===== config.mk =====
export PLATFORM = sky130hd
export DESIGN_NAME = ldm_stm_sequencer_flat
export DESIGN_NICKNAME = d
export VERILOG_FILES = /design/src/rtl/ldm_stm_sequencer_if.sv /design/src/rtl/ldm_stm_sequencer.sv /design/src/flat_wrapper.sv
export SDC_FILE = /design/constraint.sdc
export NUM_CORES = 1
export LEC_CHECK = 0
export ABC_AREA = 1
export CORE_ASPECT_RATIO = 0.7
export CORE_MARGIN = 3
export CORE_UTILIZATION = 33
export DETAILED_ROUTE_END_ITERATION = 8
export PLACE_DENSITY = 0.59
export SLEW_MARGIN = 20
export SYNTH_ARGS = -nofsm -noshare
export SYNTH_HDL_FRONTEND = slang
export SYNTH_SLANG_ARGS = --single-unit

===== constraint.sdc =====
create_clock -name i_clk -period 6.91 [get_ports i_clk]
set_input_delay 2.073 -clock i_clk [delete_from_list [all_inputs] [get_ports i_clk]]
set_output_delay 2.073 -clock i_clk [all_outputs]
set_load 0.05 [all_outputs]

===== src/rtl/ldm_stm_sequencer_if.sv =====
// ldm_stm_sequencer_if: decode request, data-bus and register-file signals of the LDM/STM sequencer.
// The sequencer uses the slave modport; the decode/bus/regfile side uses master.
interface ldm_stm_sequencer_if;
    logic        START;
    logic        IS_LOAD;
    logic        DECR;
    logic        WBACK_EN;
    logic [15:0] REGLIST;
    logic [3:0]  BASE_REG;
    logic [31:0] BASE_ADDR;
    logic        BUSY;
    logic        DONE;
    logic        MEM_REQ;
    logic        MEM_WRITE;
    logic [31:0] MEM_ADDR;
    logic [31:0] MEM_WDATA;
    logic        MEM_READY;
    logic [31:0] MEM_RDATA;
    logic [3:0]  REG_RA;
    logic [31:0] REG_RDATA;
    logic        REG_WEN1;
    logic [3:0]  REG_WA1;
    logic [31:0] REG_DI1;
    logic        REG_WEN2;
    logic [3:0]  REG_WA2;
    logic [31:0] REG_DI2;
    logic        PC_WEN;
    logic [31:0] PC_DI;
    logic        FAULT;

    modport slave (
        input  START, IS_LOAD, DECR, WBACK_EN, REGLIST, BASE_REG, BASE_ADDR,
               MEM_READY, MEM_RDATA, REG_RDATA,
        output BUSY, DONE, MEM_REQ, MEM_WRITE, MEM_ADDR, MEM_WDATA, REG_RA,
               REG_WEN1, REG_WA1, REG_DI1, REG_WEN2, REG_WA2, REG_DI2,
               PC_WEN, PC_DI, FAULT
    );

    modport master (
        output START, IS_LOAD, DECR, WBACK_EN, REGLIST, BASE_REG, BASE_ADDR,
               MEM_READY, MEM_RDATA, REG_RDATA,
        input  BUSY, DONE, MEM_REQ, MEM_WRITE, MEM_ADDR, MEM_WDATA, REG_RA,
               REG_WEN1, REG_WA1, REG_DI1, REG_WEN2, REG_WA2, REG_DI2,
               PC_WEN, PC_DI, FAULT
    );
endinterface


===== src/rtl/ldm_stm_sequencer.sv =====
// ldm_stm_sequencer: LDM/STM/PUSH/POP sequencer, one register per memory beat.
// Define LDM_ALIGN_CHECK_EN to fault a misaligned start address instead of issuing beats.
module ldm_stm_sequencer #(
    parameter int unsigned ADDR_STEP = 4
) (
    input  logic               i_clk,
    input  logic               i_rst_n,
    ldm_stm_sequencer_if.slave bus
);
    typedef enum logic [1:0] {S_IDLE, S_XFER, S_WB} state_t;

    state_t      r_state;
    state_t      w_state_next;
    logic [15:0] r_list;
    logic        r_is_load;
    logic        r_wback;
    logic        r_base_in_list;
    logic        r_fault;
    logic [3:0]  r_base_reg;
    logic [4:0]  r_count;
    logic [31:0] r_addr;
    logic [31:0] r_wb_val;

    logic [15:0] w_eff_list;
    logic [15:0] w_list_next;
    logic [4:0]  w_n;
    logic [31:0] w_span;
    logic [31:0] w_start_addr;
    logic [31:0] w_wb_val;
    logic [3:0]  w_cur_reg;
    logic        w_last;
    logic        w_fault;

    // A store can never source the PC, so R15 is dropped from STM/PUSH lists.
    assign w_eff_list = {bus.REGLIST[15] & bus.IS_LOAD, bus.REGLIST[14:0]};

    always_comb begin
        w_n = '0;
        for (int i = 0; i < 16; i++) begin
            w_n = w_n + {4'b0000, w_eff_list[i]};
        end
    end

    assign w_span       = ADDR_STEP * {27'b0, w_n};
    assign w_start_addr = bus.DECR ? (bus.BASE_ADDR - w_span) : bus.BASE_ADDR;
    assign w_wb_val     = bus.DECR ? (bus.BASE_ADDR - w_span) : (bus.BASE_ADDR + w_span);

`ifdef LDM_ALIGN_CHECK_EN
    assign w_fault = (w_start_addr[1:0] != 2'b00);
`else
    assign w_fault = 1'b0;
`endif

    always_comb begin
        w_cur_reg = '0;
        for (int i = 15; i >= 0; i--) begin
            if (r_list[i]) begin
                w_cur_reg = 4'(i);
            end
        end
    end

    assign w_list_next = r_list & ~(16'h0001 << w_cur_reg);
    assign w_last      = (w_list_next == 16'h0000);

    always_ff @(posedge i_clk or negedge i_rst_n) begin
        if (!i_rst_n) begin
            r_state <= S_IDLE;
        end else begin
            r_state <= w_state_next;
        end
    end

    always_ff @(posedge i_clk or negedge i_rst_n) begin
        if (!i_rst_n) begin
            r_list         <= '0;
            r_is_load      <= 1'b0;
            r_wback        <= 1'b0;
            r_base_in_list <= 1'b0;
            r_fault        <= 1'b0;
            r_base_reg     <= '0;
            r_count        <= '0;
            r_addr         <= '0;
            r_wb_val       <= '0;
        end else begin
            case (r_state)
                S_IDLE: begin
                    if (bus.START) begin
                        r_list         <= w_eff_list;
                        r_is_load      <= bus.IS_LOAD;
                        r_wback        <= bus.WBACK_EN;
                        r_base_in_list <= w_eff_list[bus.BASE_REG];
                        r_fault        <= w_fault;
                        r_base_reg     <= bus.BASE_REG;
                        r_count        <= w_n;
                        r_addr         <= w_start_addr;
                        r_wb_val       <= w_wb_val;
                    end
                end
                S_XFER: begin
                    if (bus.MEM_READY) begin
                        r_list <= w_list_next;
                        r_addr <= r_addr + 32'(ADDR_STEP);
                    end
                end
                S_WB: begin
                    r_fault <= 1'b0;
                end
                default: ;
            endcase
        end
    end

    always_comb begin
        w_state_next  = r_state;
        bus.BUSY      = 1'b0;
        bus.DONE      = 1'b0;
        bus.MEM_REQ   = 1'b0;
        bus.MEM_WRITE = 1'b0;
        bus.MEM_ADDR  = '0;
        bus.MEM_WDATA = '0;
        bus.REG_RA    = '0;
        bus.REG_WEN1  = 1'b0;
        bus.REG_WA1   = '0;
        bus.REG_DI1   = '0;
        bus.REG_WEN2  = 1'b0;
        bus.REG_WA2   = '0;
        bus.REG_DI2   = '0;
        bus.PC_WEN    = 1'b0;
        bus.PC_DI     = '0;
        bus.FAULT     = 1'b0;
        case (r_state)
            S_IDLE: begin
                if (bus.START) begin
                    w_state_next = (w_n == 5'd0 || w_fault) ? S_WB : S_XFER;
                end
            end
            S_XFER: begin
                bus.BUSY      = 1'b1;
                bus.MEM_REQ   = 1'b1;
                bus.MEM_WRITE = ~r_is_load;
                bus.MEM_ADDR  = r_addr;
                bus.REG_RA    = w_cur_reg;
                if (!r_is_load) begin
                    bus.MEM_WDATA = bus.REG_RDATA;
                end
                if (bus.MEM_READY) begin
                    if (r_is_load) begin
                        // Loads into R15 are branches: redirect the PC, clear the Thumb bit.
                        if (w_cur_reg == 4'd15) begin
                            bus.PC_WEN = 1'b1;
                            bus.PC_DI  = {bus.MEM_RDATA[31:1], 1'b0};
                        end else begin
                            bus.REG_WEN1 = 1'b1;
                            bus.REG_WA1  = w_cur_reg;
                            bus.REG_DI1  = bus.MEM_RDATA;
                        end
                    end
                    if (w_last) begin
                        w_state_next = S_WB;
                    end
                end
            end
            S_WB: begin
                bus.BUSY  = 1'b1;
                bus.DONE  = 1'b1;
                bus.FAULT = r_fault;
                // A loaded base register keeps the loaded value rather than the writeback.
                if (r_wback && r_count != 5'd0 && !(r_is_load && r_base_in_list) && !r_fault) begin
                    bus.REG_WEN2 = 1'b1;
                    bus.REG_WA2  = r_base_reg;
                    bus.REG_DI2  = r_wb_val;
                end
                w_state_next = S_IDLE;
            end
            default: w_state_next = S_IDLE;
        endcase
    end
endmodule


===== src/flat_wrapper.sv =====
// flat-port wrapper written by rule: the top's interface ports become plain ports
module ldm_stm_sequencer_flat 
#(
    parameter int unsigned ADDR_STEP = 4
)
  (i_clk, i_rst_n, bus_START, bus_IS_LOAD, bus_DECR, bus_WBACK_EN, bus_REGLIST, bus_BASE_REG, bus_BASE_ADDR, bus_MEM_READY, bus_MEM_RDATA, bus_REG_RDATA, bus_BUSY, bus_DONE, bus_MEM_REQ, bus_MEM_WRITE, bus_MEM_ADDR, bus_MEM_WDATA, bus_REG_RA, bus_REG_WEN1, bus_REG_WA1, bus_REG_DI1, bus_REG_WEN2, bus_REG_WA2, bus_REG_DI2, bus_PC_WEN, bus_PC_DI, bus_FAULT);
  ldm_stm_sequencer_if bus_i ();
  input  logic i_clk;
  input  logic i_rst_n;
  input wire logic [$bits(bus_i.START)-1:0] bus_START;
  input wire logic [$bits(bus_i.IS_LOAD)-1:0] bus_IS_LOAD;
  input wire logic [$bits(bus_i.DECR)-1:0] bus_DECR;
  input wire logic [$bits(bus_i.WBACK_EN)-1:0] bus_WBACK_EN;
  input wire logic [$bits(bus_i.REGLIST)-1:0] bus_REGLIST;
  input wire logic [$bits(bus_i.BASE_REG)-1:0] bus_BASE_REG;
  input wire logic [$bits(bus_i.BASE_ADDR)-1:0] bus_BASE_ADDR;
  input wire logic [$bits(bus_i.MEM_READY)-1:0] bus_MEM_READY;
  input wire logic [$bits(bus_i.MEM_RDATA)-1:0] bus_MEM_RDATA;
  input wire logic [$bits(bus_i.REG_RDATA)-1:0] bus_REG_RDATA;
  output wire logic [$bits(bus_i.BUSY)-1:0] bus_BUSY;
  output wire logic [$bits(bus_i.DONE)-1:0] bus_DONE;
  output wire logic [$bits(bus_i.MEM_REQ)-1:0] bus_MEM_REQ;
  output wire logic [$bits(bus_i.MEM_WRITE)-1:0] bus_MEM_WRITE;
  output wire logic [$bits(bus_i.MEM_ADDR)-1:0] bus_MEM_ADDR;
  output wire logic [$bits(bus_i.MEM_WDATA)-1:0] bus_MEM_WDATA;
  output wire logic [$bits(bus_i.REG_RA)-1:0] bus_REG_RA;
  output wire logic [$bits(bus_i.REG_WEN1)-1:0] bus_REG_WEN1;
  output wire logic [$bits(bus_i.REG_WA1)-1:0] bus_REG_WA1;
  output wire logic [$bits(bus_i.REG_DI1)-1:0] bus_REG_DI1;
  output wire logic [$bits(bus_i.REG_WEN2)-1:0] bus_REG_WEN2;
  output wire logic [$bits(bus_i.REG_WA2)-1:0] bus_REG_WA2;
  output wire logic [$bits(bus_i.REG_DI2)-1:0] bus_REG_DI2;
  output wire logic [$bits(bus_i.PC_WEN)-1:0] bus_PC_WEN;
  output wire logic [$bits(bus_i.PC_DI)-1:0] bus_PC_DI;
  output wire logic [$bits(bus_i.FAULT)-1:0] bus_FAULT;
  assign bus_i.START = bus_START;
  assign bus_i.IS_LOAD = bus_IS_LOAD;
  assign bus_i.DECR = bus_DECR;
  assign bus_i.WBACK_EN = bus_WBACK_EN;
  assign bus_i.REGLIST = bus_REGLIST;
  assign bus_i.BASE_REG = bus_BASE_REG;
  assign bus_i.BASE_ADDR = bus_BASE_ADDR;
  assign bus_i.MEM_READY = bus_MEM_READY;
  assign bus_i.MEM_RDATA = bus_MEM_RDATA;
  assign bus_i.REG_RDATA = bus_REG_RDATA;
  assign bus_BUSY = bus_i.BUSY;
  assign bus_DONE = bus_i.DONE;
  assign bus_MEM_REQ = bus_i.MEM_REQ;
  assign bus_MEM_WRITE = bus_i.MEM_WRITE;
  assign bus_MEM_ADDR = bus_i.MEM_ADDR;
  assign bus_MEM_WDATA = bus_i.MEM_WDATA;
  assign bus_REG_RA = bus_i.REG_RA;
  assign bus_REG_WEN1 = bus_i.REG_WEN1;
  assign bus_REG_WA1 = bus_i.REG_WA1;
  assign bus_REG_DI1 = bus_i.REG_DI1;
  assign bus_REG_WEN2 = bus_i.REG_WEN2;
  assign bus_REG_WA2 = bus_i.REG_WA2;
  assign bus_REG_DI2 = bus_i.REG_DI2;
  assign bus_PC_WEN = bus_i.PC_WEN;
  assign bus_PC_DI = bus_i.PC_DI;
  assign bus_FAULT = bus_i.FAULT;
  ldm_stm_sequencer #(.ADDR_STEP(ADDR_STEP)) u_core (.i_clk(i_clk), .i_rst_n(i_rst_n), .bus(bus_i));
endmodule

# After elaboration in Yosys (flattened, before gate mapping)
# Index checks and enable logic that the tools add are counted.
totals:
  register_bits: 95
classes:
  eq_ne: 6
  order_cmp: 1
  n_reduce_logical: 17
  n_addsub: 18
  mux: 68
  shifts: 1
  bitwise: 4
op_table:
  columns: ["op", "count"]
  rows:
  - ["2-to-1 mux 32 bit", 17]
  - ["2-to-1 mux 4 bit", 23]
  - ["adder 5 x 1 -> 5 bit", 14]
  - ["case mux 32 bit (2 select lines)", 1]
  - ["adder 32 x 3 -> 32 bit (second input constant)", 1]
  - ["adder 32 x 7 -> 32 bit", 1]
  - ["2-to-1 mux 16 bit", 2]
  - ["case mux 16 bit (2 select lines)", 1]
  - ["subtractor 32 x 7 -> 32 bit", 1]
  - ["2-to-1 mux 1 bit", 17]
  - ["bitwise AND 16 bit", 1]
  - ["zero test 16 bit", 1]
  - ["NOT 16 bit", 1]
  - ["<< shifter 1 x 4 -> 16 bit (first input constant)", 1]
  - ["2-to-1 mux 2 bit", 4]
  - ["AND reduction 3 bit", 2]
  - ["zero test 5 bit", 1]
  - ["less-than comparator 4 x 5 -> 1 bit (second input constant)", 1]
  - ["nonzero test 5 bit", 1]
  - ["binary-select mux 1 bit (select 4 bit)", 1]
  - ["equality test 4 bit (second input constant)", 1]
  - ["logical AND 1 bit", 4]
  - ["inequality test 2 bit (second input constant)", 2]
  - ["case mux 2 bit (2 select lines)", 1]
  - ["12 further kinds", 15]

# Depth between registers and ports, before layout
# Gate-level depths: netlist of run 1.
depth:
  ltp_word: 23
  ltp_mapped: 33
  mapped_depth_nobuf: 33

# Worst setup path before layout of run 1
# OpenSTA, ideal clock, no wires.
synth_timing:
  path_type: "input to register"
  startpoint: "input port bus_REGLIST[0]"
  endpoint: "register u_core.r_wb_val[31]"
  cell_stages: 25
  arrival_time_ns: 7.178
  path_buffers: 0
  setup_ns: 0.119
  path_slack_ns: -0.386
  path_cell_list: "ha_1 -> inv_1 -> fa_1 -> fa_1 -> fa_1 -> fa_1 -> fa_1 -> fa_1 -> xor2_1 -> inv_1 -> ha_1 -> nand3_1 -> nand2_1 -> a31oi_1 -> nor2_1 -> nand2_1 -> inv_2 -> nand3_2 -> nor3_4 -> inv_2 -> nor2_1 -> nand2_1 -> nor3_2 -> a31oi_1 -> o21a_1"
synth_between:
  elab_chain_cells: 17
synth_rtl:
  columns: ["item", "line_no", "source"]
  rows:
  - ["start: declaration", "flat_wrapper.sv:14", "input wire logic [$bits(bus_i.REGLIST)-1:0] bus_REGLIST;"]
  - ["adder 1 x 1 -> 2 bit *", "ldm_stm_sequencer.sv:40", "w_n = w_n + {4'b0000, w_eff_list[i]};"]
  - ["adder 5 x 1 -> 5 bit * (14 in a row)", "ldm_stm_sequencer.sv:40", null]
  - ["adder 32 x 7 -> 32 bit or subtractor 32 x 7 -> 32 bit (tied branches)", "ldm_stm_sequencer.sv:46", "assign w_wb_val = bus.DECR ? (bus.BASE_ADDR - w_span) : (bus.BASE_ADDR + w_span);"]
  - ["2-to-1 mux 32 bit *", "ldm_stm_sequencer.sv:46", null]
  - ["end signal: assignment", "ldm_stm_sequencer.sv:97", "r_wb_val <= w_wb_val;"]
  - ["end: declaration", "ldm_stm_sequencer.sv:22", "logic [31:0] r_wb_val;"]
# Mark *: on every way between the ends. The rest lies on a longest branch, timed or not.
# A chain may end at the register's enable or synchronous reset.

# Worst setup path in the final report of run 1
layout_timing:
  startpoint: "input port bus_REGLIST[0]"
  endpoint: "register u_core.r_addr[18]"
layout_between:
  elab_chain_cells: 19
layout_rtl:
  columns: ["item", "line_no", "source"]
  rows:
  - ["adder 1 x 1 -> 2 bit", "ldm_stm_sequencer.sv:40", null]
  - ["adder 5 x 1 -> 5 bit (14 in a row)", "ldm_stm_sequencer.sv:40", null]
  - ["subtractor 32 x 7 -> 32 bit", "ldm_stm_sequencer.sv:45", "assign w_start_addr = bus.DECR ? (bus.BASE_ADDR - w_span) : bus.BASE_ADDR;"]
  - ["2-to-1 mux 32 bit", "ldm_stm_sequencer.sv:45", null]
  - ["2-to-1 mux 32 bit", "ldm_stm_sequencer.sv:88", "if (bus.START) begin"]
  - ["case mux 32 bit (2 select lines)", "ldm_stm_sequencer.sv:86", "case (r_state)"]
  - ["end signal: assignment", "ldm_stm_sequencer.sv:96", "r_addr <= w_start_addr;"]
  - ["end signal: assignment", "ldm_stm_sequencer.sv:103", "r_addr <= r_addr + 32'(ADDR_STEP);"]
  - ["end: declaration", "ldm_stm_sequencer.sv:21", "logic [31:0] r_addr;"]
# No other way between the ends. The select of a mux whose other input is x is not followed.

==> qor.yml, run 1 <==
floorplan:
  rows: 49
  dieWidth_um: 201
  coreArea_um2: 25900
  die_y_um: 142
  io_pins: 303
  start_util: 0.338
  dieArea_um2: 28500
drt:
  routedWlPerCell_um: 16.0
  met1_length_um: 16600
  ant_nets: 0
  dr_wl_met3_um: 2120
  dr_wl_met2_um: 14800
  postRouteWirelength_um: 34000
  routed.top_layer: "met4"
  dr.pass1.iters: 5
  drt_iter0_drc: 806
  vias: 10256
  drc_errors: 0
  viasPerCell: 4.83
sta:
  finalHoldViolations: 0
  skew_ns: 0.00607
  tightestPinTransition_ns: 1.12
  setup_viol: 42
  fmax_mhz: 137
  slew_headroom: 0.255
  rsz0062_at_grt: "true"
  finalSetupTns_ns: -9.26
  period_share: 1.06
  slew_viol_final: 0
  finalCriticalPeriod_ns: 7.30
  setup_ws_ns: -0.390
synth:
  synth_top_area_share: 0.269
  netlist_area_um2: 8750
  synth-seq-cells: 94
  postSynthAreaPerCell_um2: 6.27
  synthCells: 1395
  ys_async_sr_fraction: 1.00
  synth_largest_area_cell: "dfrtp_1"
  ys_seq_area_frac: 0.269
  ys_warn_count: 0
  ys_types: 49
  synth_ff_type: "dfrtp_1"
  synth_area_leaders: "dfrtp_1 27%, nand2_1 11%, inv_1 10%"
  synth_edf_count: 0
placed_design:
  hpwl_um: 25400
  dp_slack_ns: -1.13
  place_area_um2: 12600
  gp_congestion: 0.943
  port_buffers: 300
clock_network:
  clk_path_buf_depth: 2
  clock-sinks: 94
  htree_levels: 3
  clk_root_buffer_cell: "clkbuf_16"
  cts_tree: "done"
  cts-buffers-inserted: 9
  insertion_delay_ns: 0.37
  path_clk_slew_ns: 0.07
critical_path:
  arrival_ns: 7.58
  startpoint_type: "input pin"
  slowest_delay_ns: 0.54
  path_max_fanout: 4
  slowest_stage: "fa_1"
  crit_type: "input pin to register"
  path_common_cell: "nand2_2"
  cp-end-kind: "register"
  crit_required_ns: 7.19
layout:
  fillers: 2590
  fin_nets: 1916
  antenna-diode-count: 0
  top_regs: "u_core.r_addr: 32 flops, u_core.r_wb_val: 32 flops, u_core.r_list: 16 flops"
  area_growth_pct: 57.1
  final_layout_size_suffix_gt1_frac: 0.192
  postLayoutCellArea_um2: 13700
pwr:
  ir_drop_mv: 0.263
  power_frac_clock: 0.096
  leakage_nw: 6.60
  comb_power_share: 0.711
  p_int_mw: 2.61
  sw_frac_of_total: 0.525
  power.switching_mw: 2.89
  p_seq_frac: 0.194
  p_per_area_nw_per_um2: 401
grt:
  grt_overflow: 0
  first_global_vias: 9474
  antenna_found_initial: 0
  grt_start_max_net_pins: 82
  grt_pass1_wl_um: 52200
  grt_use_total: 0.227
run:
  drv_cap: 0
status:
  outcome: "complete, but fails checks"
  violations: "setup timing"
hold_path:
  min_path_type: "register to register"
## logic make-up (layout without fill, tap and decap cells)
logic type | Yosys count | after routing | share of synthesized area
AND/OR/NAND/NOR | 627 | 627 | 0.316
buffers and inverters | 328 | 700 | 0.144
AO/OA/AOI/OAI | 276 | 276 | 0.179
flip-flops | 94 | 94 | 0.269
XOR/XNOR | 38 | 38 | 0.0381
adder cells (fa/ha/maj) | 30 | 30 | 0.0532
other | 1 | 2 | 0.000429
multiplexers | 1 | 1 | 0.00114
## synthesized netlist by cell type (9+ instances only)
cell type  instances
buf_1             14
a21oi_1           70
inv_1            244
nand2_1          259
dfrtp_1           94
nand3_1           44
o211ai_1          17
nand4_1           24
o21ai_1            9
o21ai_0          112
ha_1              18
xor2_1            35
nor2_1           229
clkbuf_1          50
fa_1              12
a31oi_1           23
nor3_1            25
o22ai_1           11
a22oi_1           15
## power by group through the flow
stage | clock, mW | sequential (mW) | combinational (mW)
floorplan | 0 | 0.985 | 2.31
global placement | 0 | 1.07 | 3.37
detailed placement | 0 | 1.07 | 3.40
CTS | 0.533 | 1.06 | 3.68
global route | 0.557 | 1.10 | 4.26
finish | 0.527 | 1.07 | 3.91
## cells in the final DEF, fill, tap and decap left out, types with 10 or more instances in the layout
cell             synthesis  routed
a31oi_1                 23      21
nor2_2                   8      11
inv_2                    7      14
a21oi_1                 70      55
nor2_1                 229     215
o21ai_1                  9      37
nand3_1                 44      31
a22oi_1                 15      13
nand2_2                  7      19
clkdlybuf4s50_1          0     258
nand4_1                 24      24
o21ai_2                  1      10
nor3_1                  25      21
inv_1                  244     233
buf_4                    3     148
o22ai_1                 11      11
o211ai_1                17      17
nor2_4                   6      17
nand3_2                  5      13
a21oi_2                  3      16
o21ai_0                112      74
buf_6                    1      19
nand2_1                259     242
ha_1                    18      14
xor2_1                  35      32
dfrtp_1                 94      94
## cell type report
cell class              count  area, µm²  area share
inverters                 253        962      0.0700
clock inverters             6       61.3     0.00446
flip-flops and latches     94       2350       0.171
clock buffers              10        229      0.0167
repair buffers            431       3970       0.289
multi-input cells         974       5720       0.416
well taps                 357        447      0.0325
## per-layer routing
metal / GRT usage / vias up
met2: 0.336 / 346
met1: 0.341 / 4721
li1: - / 5160
met4: 0.0473 / 0
met5: 0 / -
met3: 0.0494 / 29
## worst max-delay path: cells and delay by family
family	cells	cell delay, ns
buffers and inverters	4	0.27
AND/OR/NAND/NOR	13	1.19
AO/OA/AOI/OAI	4	0.50
adder cells (fa/ha/maj)	8	3.53
## through the flow
| step | util | hold WS [ns] | std cells | power (mW) |
|---|---|---|---|---|
| after floorplan | - | 0.449 | 1396 | 3.30 |
| after global routing | 0.531 | 0.521 | 2125 | 5.92 |
| after CTS | 0.511 | 0.494 | 2106 | 5.27 |
| after global placement | 0.486 | 0.469 | 2068 | 4.44 |
| after detailed placement | 0.486 | 0.476 | 2068 | 4.47 |
| final | 0.531 | 0.487 | 2125 | 5.50 |
## path summary, 6_finish.rpt
| kind | start | endpoint | slack, ns | cells after the start |
|---|---|---|---|---|
| min | u_core.r_count[0]$_DFFE_PN0P_ | u_core.r_count[0]$_DFFE_PN0P_ | 0.49 | 2 |
| min in group asynchronous | i_rst_n | u_core.r_wb_val[27]$_DFFE_PN0P_ | 1.73 | 1 |
| min reg2reg | u_core.r_count[0]$_DFFE_PN0P_ | u_core.r_count[0]$_DFFE_PN0P_ | 0.49 | 2 |
| max in group asynchronous | i_rst_n | u_core.r_addr[3]$_DFFE_PN0P_ | 4.06 | 2 |
| max | bus_REGLIST[0] | u_core.r_addr[18]$_DFFE_PN0P_ | -0.39 | 29 |
| max reg2reg | u_core.r_state[1]$_DFFE_PN0P_ | u_core.r_list[3]$_DFFE_PN0P_ | 3.67 | 10 |
## what timing repair did
action                     in CTS  in global routing
pin swaps                      49                 60
buffers inserted               22                 20
hold endpoints to repair        0                  0
hold buffers                    0                  0
resized for setup              68                116
setup endpoints to repair      50                 52
Power figures use the tool's default switching activity.
==> run 2: changes to the inputs <==
--- a/config.mk
+++ b/config.mk
@@ -6,7 +6,7 @@
 export NUM_CORES = 1
 export LEC_CHECK = 0
 export ABC_AREA = 1
-export CORE_ASPECT_RATIO = 0.7
+export CAP_MARGIN = 40
 export CORE_MARGIN = 3
 export CORE_UTILIZATION = 33
 export DETAILED_ROUTE_END_ITERATION = 8
==> run 2 against run 1 <==
Compared with the run above: the flow still finishes with violations (setup timing); count of clock-buffer cells in the layout did not move; cell count down 1.7%; combinational power hardly changed; worst setup slack better by 0.016 ns; via count grew 1.1%; critical path type unchanged; highest routed layer unchanged.
==> qor.yml, run 2 (same netlist as run 1, synthesis figures left out) <==
status:
  outcome: "complete, but fails checks"
  violations: "setup timing"
floorplan:
  die_y_um: 169  # +19%
  rows: 58  # +18%
  dieArea_um2: 28500  # -0.11%
  dieWidth_um: 169  # -16%
  coreArea_um2: 25600  # -0.99%
  start_util: 0.341  # +0.00337
  io_pins: 303  # unchanged
sta:
  tightestPinTransition_ns: 0.779  # -0.337 ns
  setup_viol: 42  # unchanged
  finalSetupTns_ns: -9.58  # -0.320 ns
  rsz0062_at_grt: "true"
  setup_ws_ns: -0.374  # +0.0162 ns
  period_share: 1.05  # -0.00235
  slew_viol_final: 0  # unchanged
  fmax_mhz: 137  # +0.22%
  slew_headroom: 0.475  # +0.220
  finalHoldViolations: 0  # unchanged
  finalCriticalPeriod_ns: 7.28  # -0.0162 ns
  skew_ns: 0.00834  # +0.00227 ns
pwr:
  power.switching_mw: 2.90  # +0.47%
  comb_power_share: 0.708  # -0.003
  power_frac_clock: 0.099  # +0.003
  ir_drop_mv: 0.259  # -1.5%
  p_seq_frac: 0.194  # about the same
  p_per_area_nw_per_um2: 407  # +1.7%
  sw_frac_of_total: 0.525  # about the same
  p_int_mw: 2.63  # +0.46%
  leakage_nw: 6.55  # -0.76%
layout:
  seq_area_um2: 2350  # unchanged
  multi_input_area_um2: 5630  # -1.5%
  final_layout_size_suffix_gt1_frac: 0.183  # -0.00848
  top_regs: "u_core.r_addr: 32 flops, u_core.r_wb_val: 32 flops, u_core.r_list: 16 flops"
  final_cell_mix: "254 x clkdlybuf4s50_1, 240 x nand2_1, 232 x inv_1"
  fillers: 2549  # -1.6%
  fin_util: 0.530  # -0.00120
  area_growth_pct: 55.2
  layout_commonest_cell: "clkdlybuf4s50_1"
  fin_nets: 1905  # -0.57%
critical_path:
  crit_type: "input pin to register"
  slowest_delay_ns: 0.54  # about the same
  path_max_fanout: 4  # unchanged
  slowest_stage: "fa_1"
  path_common_cell: "buf_4"
  cp-end-kind: "register"
  arrival_ns: 7.56  # -0.02 ns
  r2r-end: "u_core.r_addr[28]$_DFFE_PN0P_"
  reg2reg_depth: 16  # +6
  crit_required_ns: 7.19  # about the same
  rrSetupSlack_ns: 3.95  # +0.28 ns
  r2r-start: "u_core.r_addr[3]$_DFFE_PN0P_"
  startpoint_type: "input pin"
drt:
  dr.pass1.iters: 5  # unchanged
  drt_iter0_drc: 722  # -10%
  routedWlPerCell_um: 16.6  # +3.7%
  drc_errors: 0  # unchanged
  vias: 10372  # +1.1%
  viasPerCell: 4.97  # +2.9%
  ant_nets: 0  # unchanged
  postRouteWirelength_um: 34700  # +2.0%
grt:
  grt_use_total: 0.234  # +0.00665
  grt_pass1_wl_um: 54000  # +3.5%
  grt_start_max_net_pins: 82  # unchanged
  antenna_found_initial: 1  # +1
  first_global_vias: 10156  # +7.2%
  grt_overflow: 0  # unchanged
hold_path:
  worstHoldStart: "u_core.r_count[4]$_DFFE_PN0P_"
  min_to: "u_core.r_count[4]$_DFFE_PN0P_"
  min_path_type: "register to register"
  hold_depth: 2  # unchanged
clock_network:
  htree_levels: 3  # unchanged
  clk_path_buf_depth: 2  # unchanged
  cts_hold_buf: 0  # unchanged
  clk_root_buffer_cell: "clkbuf_16"
  cts-buffers-inserted: 9  # unchanged
  cts_tree: "done"
  path_clk_slew_ns: 0.07  # about the same
  clock-sinks: 94  # unchanged
  insertion_delay_ns: 0.36  # about the same
run:
  drv_cap: 0  # unchanged
placed_design:
  gp_congestion: 0.952  # +0.94%
  hpwl_um: 25600  # +0.76%
  port_buffers: 300  # unchanged
  dp_slack_ns: -1.15  # -0.0139 ns
## run 2: power groups by stage
stage,Combinational [mW],Clock [mW],Sequential (mW)
final,3.91,0.547,1.07
after global routing,4.25,0.588,1.11
after CTS,3.71,0.564,1.06
after detailed placement,3.41,0,1.07
after global placement,3.36,0,1.07
after floorplan,2.31,0,0.985
## run 2: what timing repair did
action / in CTS / in global routing
endpoints found under the setup margin: 50 / 52
pin swaps: 45 / 57
endpoints found under the hold margin: 0 / 0
resized for setup: 62 / 92
buffers inserted: 30 / 8
## run 2: worst max-delay path by stage
stage	from	end	slack [ns]
after floorplan	bus_REGLIST[1]	u_core.r_wb_val[29]$_DFFE_PN0P_	-0.26
after global placement	bus_REGLIST[0]	u_core.r_wb_val[20]$_DFFE_PN0P_	-1.07
after detailed placement	bus_REGLIST[1]	u_core.r_addr[24]$_DFFE_PN0P_	-1.15
after CTS	bus_REGLIST[0]	u_core.r_addr[24]$_DFFE_PN0P_	-0.51
after global routing	bus_REGLIST[0]	u_core.r_addr[24]$_DFFE_PN0P_	-0.62
final	bus_REGLIST[0]	u_core.r_addr[6]$_DFFE_PN0P_	-0.37
## run 2: critical path: cells and delay by family
family | cells | cell delay [ns]
fa+ha+maj | 8 | 3.20
buf+inv | 13 | 1.36
simple gates | 7 | 0.55
xor+xnor | 1 | 0.19
compound gates | 1 | 0.18
## run 2: metal layers
metal,global-route usage,vias up,share of wire
met2,0.385,334,0.48
li1,-,5131,-
met3,0.0346,58,0.053
met1,0.321,4849,0.44
met5,0,-,0
met4,0.0662,0,0.024
## run 2: area by class of cell
| class | count | share of cell area |
|---|---|---|
| antenna | 2 | 0.000369 |
| clock buffer | 10 | 0.0176 |
| clock inverter | 6 | 0.00562 |
| inverter | 253 | 0.0707 |
| multi-input combinational | 974 | 0.415 |
| sequential | 94 | 0.173 |
| tap | 330 | 0.0304 |
| timing repair buffer | 420 | 0.287 |
## run 2: through the flow
| stage | cells | hold slack (ns) | power, mW | area [µm²] |
|---|---|---|---|---|
| final | 2089 | 0.492 | 5.53 | 13600 |
| after global routing | 2088 | 0.511 | 5.94 | 13600 |
| after CTS | 2082 | 0.496 | 5.34 | 13200 |
| after detailed placement | 2036 | 0.477 | 4.48 | 12500 |
| after global placement | 2035 | 0.467 | 4.42 | 12500 |
| after floorplan | 1396 | 0.449 | 3.30 | 8840 |
